[src/rtl/debounce_scheduler_pkg.sv]
// Shared definitions for the debounce scheduler: FSM state encoding,
// default debounce limit and an elaboration-time ceil(log2) helper.
package debounce_pkg;

    // Scheduler FSM states: waiting for a mismatch, counting stable cycles,
    // and the single cycle in which a debounced level is flipped.
    typedef enum logic [1:0] {
        ST_IDLE   = 2'd0,
        ST_COUNT  = 2'd1,
        ST_COMMIT = 2'd2
    } db_state_e;

    // 10 ms at 25 MHz.
    localparam int unsigned DEFAULT_DEBOUNCE_LIMIT = 32'd250000;
    localparam int unsigned DEFAULT_NUM_CH         = 32'd4;
    localparam int unsigned DEFAULT_CNT_W          = 32'd18;

    // Number of bits needed to index 'value' items (minimum 1).
    function automatic int unsigned clog2_f(input int unsigned value);
        int unsigned bits;
        bits = 32'd1;
        for (int unsigned i = 32'd1; i < 32'd32; i++) begin
            if ((32'd1 << i) < value) begin
                bits = i + 32'd1;
            end else begin
                bits = bits;
            end
        end
        return bits;
    endfunction

endpackage

[src/rtl/debounce_scheduler_rr_select.sv]
// rr_select: combinational rotate-priority picker. Returns the first set
// request bit found when scanning i_ptr, i_ptr+1, ... (mod N). Reusable by
// any round-robin arbiter that keeps its own pointer.
module rr_select
    import debounce_pkg::*;
#(
    parameter  int unsigned N     = 32'd4,
    localparam int unsigned IDX_W = clog2_f(N)
) (
    input  logic [N-1:0]     i_req,
    input  logic [IDX_W-1:0] i_ptr,
    output logic             o_found,
    output logic [IDX_W-1:0] o_idx
);

    logic [31:0] pos_s;

    // Scan from the farthest offset down to offset 0 so the nearest request
    // to the pointer is the last one written and therefore wins.
    always_comb begin
        o_found = 1'b0;
        o_idx   = '0;
        pos_s   = 32'd0;
        for (int unsigned k = N; k > 32'd0; k--) begin
            pos_s = (32'(i_ptr) + k - 32'd1) % N;
            if (i_req[pos_s[IDX_W-1:0]]) begin
                o_found = 1'b1;
                o_idx   = pos_s[IDX_W-1:0];
            end else begin
                o_found = o_found;
                o_idx   = o_idx;
            end
        end
    end

endmodule

[src/rtl/debounce_scheduler.sv]
// debounce_scheduler: debounces NUM_CH raw switch inputs using a single
// shared stability counter, granted round-robin to the next channel whose
// raw level differs from its debounced level. Emits per-channel debounced
// levels and one-cycle press pulses on debounced 0->1 transitions.
//
// Optional feature macro: DEBOUNCE_SCHED_SYNC_EN
//   defined   - each i_switch bit passes through a 2-flop synchroniser
//               (reset to 0), adding 2 cycles of latency.
//   undefined - i_switch is used directly and must already be synchronous
//               to i_Clk.
module debounce_scheduler
    import debounce_pkg::*;
#(
    parameter  int unsigned NUM_CH         = DEFAULT_NUM_CH,
    parameter  int unsigned DEBOUNCE_LIMIT = DEFAULT_DEBOUNCE_LIMIT,
    parameter  int unsigned CNT_W          = DEFAULT_CNT_W,
    localparam int unsigned IDX_W          = clog2_f(NUM_CH)
) (
    input  logic              i_Clk,
    input  logic              i_Rst_L,
    input  logic [NUM_CH-1:0] i_switch,
    output logic [NUM_CH-1:0] o_state,
    output logic [NUM_CH-1:0] o_press_pulse,
    output logic              o_busy,
    output logic [IDX_W-1:0]  o_grant_ch
);

    localparam logic [CNT_W-1:0] CNT_LAST = CNT_W'(DEBOUNCE_LIMIT - 32'd1);
    localparam logic [IDX_W-1:0] CH_LAST  = IDX_W'(NUM_CH - 32'd1);

    logic [NUM_CH-1:0] raw_s;
    logic [NUM_CH-1:0] mismatch_s;
    logic              found_s;
    logic [IDX_W-1:0]  pick_s;
    logic [IDX_W-1:0]  next_ptr_s;

    db_state_e         fsm_q, fsm_d;
    logic [CNT_W-1:0]  cnt_q, cnt_d;
    logic [IDX_W-1:0]  ptr_q, ptr_d;
    logic [IDX_W-1:0]  grant_q, grant_d;
    logic [NUM_CH-1:0] level_q, level_d;
    logic [NUM_CH-1:0] pulse_q, pulse_d;
    logic              busy_q, busy_d;

`ifdef DEBOUNCE_SCHED_SYNC_EN
    logic [NUM_CH-1:0] sync1_q;
    logic [NUM_CH-1:0] sync2_q;

    // Two-stage synchroniser bringing asynchronous switch inputs into i_Clk.
    always_ff @(posedge i_Clk or negedge i_Rst_L) begin
        if (!i_Rst_L) begin
            sync1_q <= '0;
            sync2_q <= '0;
        end else begin
            sync1_q <= i_switch;
            sync2_q <= sync1_q;
        end
    end

    assign raw_s = sync2_q;
`else
    assign raw_s = i_switch;
`endif

    // A channel needs service while its raw level disagrees with the
    // accepted level; a bounce back clears the request on its own.
    assign mismatch_s = raw_s ^ level_q;

    rr_select #(
        .N (NUM_CH)
    ) u_rr_select (
        .i_req   (mismatch_s),
        .i_ptr   (ptr_q),
        .o_found (found_s),
        .o_idx   (pick_s)
    );

    // The scan resumes one past the channel that last held the counter.
    assign next_ptr_s = (grant_q == CH_LAST) ? '0 : (grant_q + IDX_W'(1));

    // Next-state logic for the scheduler, shared counter and output levels.
    always_comb begin
        fsm_d   = fsm_q;
        cnt_d   = cnt_q;
        ptr_d   = ptr_q;
        grant_d = grant_q;
        level_d = level_q;
        pulse_d = '0;

        case (fsm_q)
            ST_IDLE: begin
                if (found_s) begin
                    grant_d = pick_s;
                    cnt_d   = '0;
                    fsm_d   = ST_COUNT;
                end else begin
                    fsm_d   = ST_IDLE;
                end
            end

            ST_COUNT: begin
                // Only the granted channel is watched; others wait their turn.
                if (!mismatch_s[grant_q]) begin
                    fsm_d = ST_IDLE;
                    cnt_d = '0;
                    ptr_d = next_ptr_s;
                end else if (cnt_q == CNT_LAST) begin
                    fsm_d = ST_COMMIT;
                end else begin
                    cnt_d = cnt_q + CNT_W'(1);
                end
            end

            ST_COMMIT: begin
                level_d[grant_q] = ~level_q[grant_q];
                pulse_d[grant_q] = ~level_q[grant_q];
                ptr_d            = next_ptr_s;
                cnt_d            = '0;
                fsm_d            = ST_IDLE;
            end

            default: begin
                fsm_d = ST_IDLE;
                cnt_d = '0;
            end
        endcase

        busy_d = (fsm_d != ST_IDLE);
    end

    // State and registered outputs; async reset drops everything, no pulse.
    always_ff @(posedge i_Clk or negedge i_Rst_L) begin
        if (!i_Rst_L) begin
            fsm_q   <= ST_IDLE;
            cnt_q   <= '0;
            ptr_q   <= '0;
            grant_q <= '0;
            level_q <= '0;
            pulse_q <= '0;
            busy_q  <= 1'b0;
        end else begin
            fsm_q   <= fsm_d;
            cnt_q   <= cnt_d;
            ptr_q   <= ptr_d;
            grant_q <= grant_d;
            level_q <= level_d;
            pulse_q <= pulse_d;
            busy_q  <= busy_d;
        end
    end

    assign o_state       = level_q;
    assign o_press_pulse = pulse_q;
    assign o_busy        = busy_q;
    assign o_grant_ch    = grant_q;

endmodule

[config.mk]
export PLATFORM = sky130hd
export DESIGN_NAME = debounce_scheduler
export DESIGN_NICKNAME = d
export VERILOG_FILES = /design/src/rtl/debounce_scheduler_pkg.sv /design/src/rtl/debounce_scheduler_rr_select.sv /design/src/rtl/debounce_scheduler.sv
export SDC_FILE = /design/constraint.sdc
export NUM_CORES = 1
export LEC_CHECK = 0
export BUFFER_PORTS_ARGS = -buffer_cell sky130_fd_sc_hd__buf_2
export CORE_MARGIN = 5
export CORE_UTILIZATION = 34
export DETAILED_ROUTE_END_ITERATION = 16
export GPL_ROUTABILITY_DRIVEN = 0
export PLACE_DENSITY_LB_ADDON = 0.15
export SLEW_MARGIN = 40
export SYNTH_ARGS = -nofsm -noshare
export SYNTH_HDL_FRONTEND = slang
export SYNTH_SLANG_ARGS = --single-unit
[constraint.sdc]
create_clock -name i_Clk -period 1.9 [get_ports i_Clk]
set_input_delay 0.095 -clock i_Clk [delete_from_list [all_inputs] [get_ports i_Clk]]
set_output_delay 0.095 -clock i_Clk [all_outputs]
set_load 0.02 [all_outputs]
==> results by group, run 1 <==
Clock tree
  – CTS tree: done
  – Num CTS Buffers: 5
  – Clk slew on worst S/H paths: around 0.070 ns
  – Root buf cell: clkbuf_8
  – Worst skew pair latency: 0.28 ns
  – Num Clock Sinks: 33
  – Clock Tree Buf Depth: 2
  – H-tree depth: 2

Finish
  – # fillers: 510
  – Layout cell share with drive strength beyond 1: approximately 28%
  – Register area: 832 sq um
  – Area of the multi-input gates: 926 sq um
  – # diodes: 0
  – Fin nets: between 200 and 250
  – Area grow syn2layout: 25.3%
  – Most frequent cells in the layout: 28 x dfrtp_1, 21 x buf_4, 19 x nand2_1
  – Commonest non-fill, non-tap cell in the layout: dfrtp_1

Global route
  – First-pass GRT wire length: between 7000 and 8000 um
  – Initial antenna violation count: 0
  – Largest net degree at the start of global routing: 34
  – GRT Util Overall: between 10% and 20%
  – Total grt overflow: 0
  – Number of global-route vias before repair: between 1000 and 1500

Yosys
  – FFs w/ async S/R, synth: between 90% and 100%
  – Post-Syn Instances: ~190
  – Post-synthesis sequential area ratio: 46.4%
  – Yosys Warn Count: 0
  – Syn avg cell area: ~9.5 sq um
  – Synthesized Nets: approximately 200
  – #FFs+latches synth: 33
  – Mapped Area: 1780 sq um
  – Post-synth EDFFs: 0
  – Yosys cell types: 42
  – Post-synth top flop: dfrtp_1

STA
  – WHS: 0.256 ns
  – Clock skew: between 0.009 and 0.01 ns
  – Fin. max-slew vios: 0
  – Worst setup margin: -0.0655 ns
  – Fmax: just over 0.5 GHz
  – Worst slew pin tran: 0.426 ns
  – Worst slew margin: a little over 70%
  – Sum Neg Setup Slack: -0.190 ns
  – Final worst path period need: a little under 2 ns
  – Final setup fails: 5
  – Final Cycle Share: 103%
  – Final Hold Viols: 0
  – RSZ-0062 raised after global routing: yes

Status
  – Failing checks: negative setup slack
  – Status: complete, but fails checks

Setup path
  – CP endpoint kind: flop
  – Start of the worst register-to-register path: o_state[0]
  – WP data arrival: about 2.2 ns
  – Worst Setup EP: cnt_q[16]
  – Critical Path RT: approximately 2.1 ns
  – Crit path max-delay family: simple AND/OR/NAND/NOR gates
  – Crit path launch type: flop
  – Worst R2R Setup Slack: -0.07 ns
  – CP bufs+invs: 0
  – CP peak stage delay: between 0.4 and 0.5 ns
  – Critical Path Source: o_state[0]
  – Critical path class: reg -> reg
  – Cell chain of the critical path: xnor2_2 -> mux4_2 -> or2_4 -> or4_1 -> nand3_1
  – Reg2Reg Depth: 5
  – CP max-delay cell: mux4_2
  – R2R Path End: cnt_q[16]
  – Crit-path max FO: 8
  – WP depth: 5

Routing
  – Via count: around 1500
  – WL/cell: between 10 and 15 um
  – DRC viols: 0
  – DRT Pass-1 Iters: 4
  – Vias/cell: 5.08
  – Routed Antenna Nets: 0
  – Final WL: about 4200 um
  – 1st-iter DRT viols: 54

Floorplanning
  – Io pins: 17
  – FP Rows: 26
  – Die height: 82.3 um
  – Die width: a little over 80 um
  – Die ar.: roughly 6800 sq um
  – Starting Density: around a third
  – Placeable Area: approximately 5100 sq um

Pwr
  – Leakage: between 1 and 1.5 nW
  – Power Density: 1040 nW/um^2
  – Worst VDD drop: between 0.5 and 0.6 mV

Place
  – Port buffer count: 16
  – Final HPWL DP: 3040 um
  – Place WS: -0.0939 ns

Job
  – # Max-Cap Violations: 0

Worst hold path
  – Min-Delay Path Class: in -> reg
[final cells by class]
cell class | instances | share of cell area (%)
Tap cell | 70 | 3.93
Multi-Input combinational cell | 140 | 41.6
Inverter | 10 | 1.69
Timing Repair Buffer | 38 | 11.8
Clock inverter | 1 | 0.225
Clock buffer | 7 | 3.43
Sequential cell | 33 | 37.4
[Yosys cell counts, types with 2 or more instances]
master,n,share of area (%)
dfrtp_1,33,46
nand2_1,19,4.0
nor2_1,17,3.6
a21oi_1,16,4.5
inv_1,10,2.1
nand3_1,9,2.5
o21ai_0,8,2.3
a21o_1,7,3.0
a31oi_1,6,2.1
nand4_1,6,2.1
ha_1,5,3.5
or3_2,4,1.7
xnor2_1,4,2.0
xor2_1,4,2.0
clkbuf_1,3,0.63
nor3_1,3,0.84
a41oi_1,2,0.99
and3_1,2,0.70
mux2_2,2,1.3
nand2b_1,2,0.70
o211ai_1,2,0.84
or3_1,2,0.70
or4_1,2,0.84
[routing by layer]
layer  wire length (um)  track usage (%)  vias up
li1                   -                -      770
met1               2090             19.3      726
met2               1940             20.8       20
met3                140             3.90        4
met4                 36             5.15        0
met5                  0                0        -
[kinds of logic after synthesis]
group                    after synthesis  synth area share [%]
AO/OA/AOI/OAI                         50                  17.7
XOR/XNOR                               8                  3.94
adder cells (fa/ha/maj)                5                  3.52
buffers and inverters                 14                  3.38
flip-flops                            33                  46.4
multiplexers                           5                  4.57
AND/OR/NAND/NOR                       72                  20.5
[tightest hold or removal path, delay by kind of cell]
family	cells	cell delay (ns)
buf+inv	1	0.11
compound gates	2	0.21
xor+xnor	1	0.10
[sequential cells by signal, indices dropped and copies added, names as in the netlist]
name,count
o_busy,1
o_state,4
o_press_pulse,4
cnt_q,18
o_grant_ch,2
ptr_q,2
fsm_q,2
[metrics by stage]
stage / std cells / area [sq um] / utilization [%] / total power [mW]
after floorplan: 187 / 1800 / - / 1.49
after global placement: 289 / 2110 / 41.3 / 1.79
after detailed placement: 289 / 2110 / 41.3 / 1.80
after CTS: 299 / 2210 / 43.3 / 2.35
after global routing: 299 / 2230 / 43.6 / 2.51
final: 299 / 2230 / 43.6 / 2.33
[power by group]
| part | switching, mW | internal [mW] | total, mW | leakage [nW] |
|---|---|---|---|---|
| Sequential | 0.108 | 0.802 | 0.911 | 0.436 |
| Clock | 0.258 | 0.257 | 0.516 | 0.0422 |
| Combinational | 0.490 | 0.411 | 0.901 | 0.542 |
[worst min path at each step]
stage,slack [ns],depth (start not counted),to,startpoint
global route,0.30,4,o_grant_ch[0],i_switch[3]
detailed placement,0.21,1,cnt_q[7],i_Rst_L
floorplan,-0.20,0,cnt_q[0],i_Rst_L
finish,0.26,4,o_grant_ch[0],i_switch[3]
CTS,0.25,4,o_grant_ch[0],i_switch[3]
global placement,0.21,1,cnt_q[11],i_Rst_L
[what timing repair did]
action | in CTS | in global routing
setup buffers | 1 | 0
resized for setup | 1 | 5
endpoints found under the setup margin | 10 | 19
hold buffers | 1 | 0
pin swaps | 2 | 2
hold endpoints to repair | 33 | 0
(Power assumes the default switching activity.)
==> run 2: changes to the inputs <==
BUFFER_PORTS_ARGS = unset   (was -buffer_cell sky130_fd_sc_hd__buf_2)
DONT_BUFFER_PORTS = 1   (was unset)
==> run 2 against run 1 <==
Net effect:
- the run still ends with negative setup slack left
- combinational power rose by 1%
- via count rose by 0.26%
- sequential share of layout area barely moved
==> results by group, run 2 (same netlist as run 1, synthesis figures left out) <==
Status
  – Status: complete, but fails checks
  – Failing checks: negative setup slack

Setup path
  – Worst R2R Setup Slack: -0.06 ns
  – WP data arrival: between 2 and 2.5 ns
  – Crit-path max FO: 8
  – R2R Path End: cnt_q[16]
  – Reg2Reg Depth: 5
  – Crit path max-delay family: simple AND/OR/NAND/NOR gates
  – CP max-delay cell: or4_4
  – Crit path launch type: flop
  – Cell chain of the critical path: xnor2_2 -> mux4_2 -> or2_4 -> or4_4 -> nand3_2
  – CP peak stage delay: 0.49 ns
  – Critical Path RT: 2.13 ns
  – CP endpoint kind: flop
  – Critical Path Source: o_state[3]
  – CP bufs+invs: 0
  – Start of the worst register-to-register path: o_state[3]
  – Critical path class: reg -> reg

Routing
  – 1st-iter DRT viols: 82
  – Final WL: 4370 um
  – Routed Antenna Nets: 0
  – DRC viols: 0
  – Via count: around 1500
  – Vias/cell: 5.29
  – WL/cell: ~15 um
  – DRT Pass-1 Iters: 4

Pwr
  – Worst VDD drop: about 0.81 mV
  – Leakage: between 0.9 and 1 nW
  – Power Density: around 1100 nW/um^2

Worst hold path
  – Min-Delay Path Class: in -> reg
  – Hold Path Origin: i_switch[3]
  – Hold endpoint: o_grant_ch[0]
  – Worst hold path stage count: 3

Place
  – Final HPWL DP: around 3000 um
  – Place WS: -0.0313 ns
  – Port buffer count: 0

STA
  – Worst slew margin: a little under three quarters
  – Worst setup margin: -0.0571 ns
  – Final Cycle Share: 103%
  – RSZ-0062 raised after global routing: yes
  – Final setup fails: 6
  – Fin. max-slew vios: 0
  – WHS: 0.129 ns
  – Final Hold Viols: 0
  – Fmax: roughly 0.5 GHz
  – Worst slew pin tran: between 0.4 and 0.5 ns
  – Sum Neg Setup Slack: -0.167 ns
  – Final worst path period need: slightly below 2 ns
  – Clock skew: around 0.011 ns

Clock tree
  – Num Clock Sinks: 33
  – H-tree depth: 2
  – Root buf cell: clkbuf_8
  – Num CTS Buffers: 5
  – CTS tree: done
  – Worst skew pair latency: between 0.2 and 0.3 ns
  – Clk slew on worst S/H paths: ~0.070 ns
  – Clock Tree Buf Depth: 2

Floorplanning
  – Die ar.: 6780 sq um
  – Die height: between 80 and 90 um
  – Die width: ~82 um
  – Io pins: 17
  – Placeable Area: a little over 5000 sq um
  – Starting Density: a little over a third
  – FP Rows: 26

Finish
  – # fillers: 523
  – Max reg flops: 18
  – Commonest non-fill, non-tap cell in the layout: dfrtp_1
  – Layout cell share with drive strength beyond 1: 26.1%
  – Register area: around 830 sq um
  – Area of the multi-input gates: 948 sq um
  – Most flop-heavy register: cnt_q
  – Utilization after layout: a little over two fifths
  – Area grow syn2layout: 25.1%
  – Most frequent cells in the layout: 28 x dfrtp_1, 22 x buf_4, 19 x nand2_1
  – Fin nets: between 200 and 250
  – # diodes: 0

Global route
  – Total grt overflow: 0
  – First-pass GRT wire length: 7040 um
  – Initial antenna violation count: 0
  – GRT Util Overall: roughly 14%
  – Largest net degree at the start of global routing: 34
  – Number of global-route vias before repair: 1513

Job
  – # Max-Cap Violations: 0
run 2: power breakdown:
part           leakage [nW]  total, mW  internal, mW  switching [mW]
Combinational         0.509      0.912         0.408           0.504
Sequential            0.436      0.933         0.803           0.130
Clock                0.0445      0.556         0.294           0.262
run 2: cell type report:
class | instances | share of cell area (%)
well taps | 70 | 3.94
clock buffers | 7 | 3.88
inverters | 10 | 1.69
repair buffers | 27 | 10.1
flip-flops and latches | 33 | 37.4
multi-input cells | 140 | 42.6
clock inverters | 1 | 0.337
run 2: metal layers:
layer  track usage (%)  routed length [um]  vias to the layer above
li1                  -                   -                      743
met1              18.2                2120                      754
met2              21.2                2070                       19
met3              3.47                 123                        8
met4              5.15                  51                        0
met5                 0                   0                        -
run 2: worst max-delay path by stage:
| stage | end | slack (ns) | cells past startpoint |
|---|---|---|---|
| finish | cnt_q[16] | -0.06 | 5 |
| global route | cnt_q[16] | -0.1 | 5 |
| CTS | cnt_q[16] | -0.04 | 5 |
| detailed placement | cnt_q[16] | -0.03 | 5 |
| global placement | cnt_q[16] | -0.01 | 5 |
| floorplan | cnt_q[16] | -0.08 | 5 |
run 2: timing repair:
item                       CTS  global route
gates cloned                 0             2
hold endpoints to repair    33             0
setup buffers                0             1
hold buffers                 2             0
setup endpoints to repair    7            18
pin swaps                    0             6
gates resized for setup      1            14
run 2: metrics by stage:
stage,std cells,total power [mW],instance area [sq um]
5_1_grt,288,2.55,2220
3_5_place_dp,275,1.73,2030
2_1_floorplan,187,1.49,1800
4_1_cts,285,2.32,2160
3_3_place_gp,275,1.70,2030
6_report,288,2.40,2220
run 2: tightest hold or removal path: stages:
cell,delay [ns]
xor2_1,0.07
o32ai_1,0.12
o31ai_1,0.08
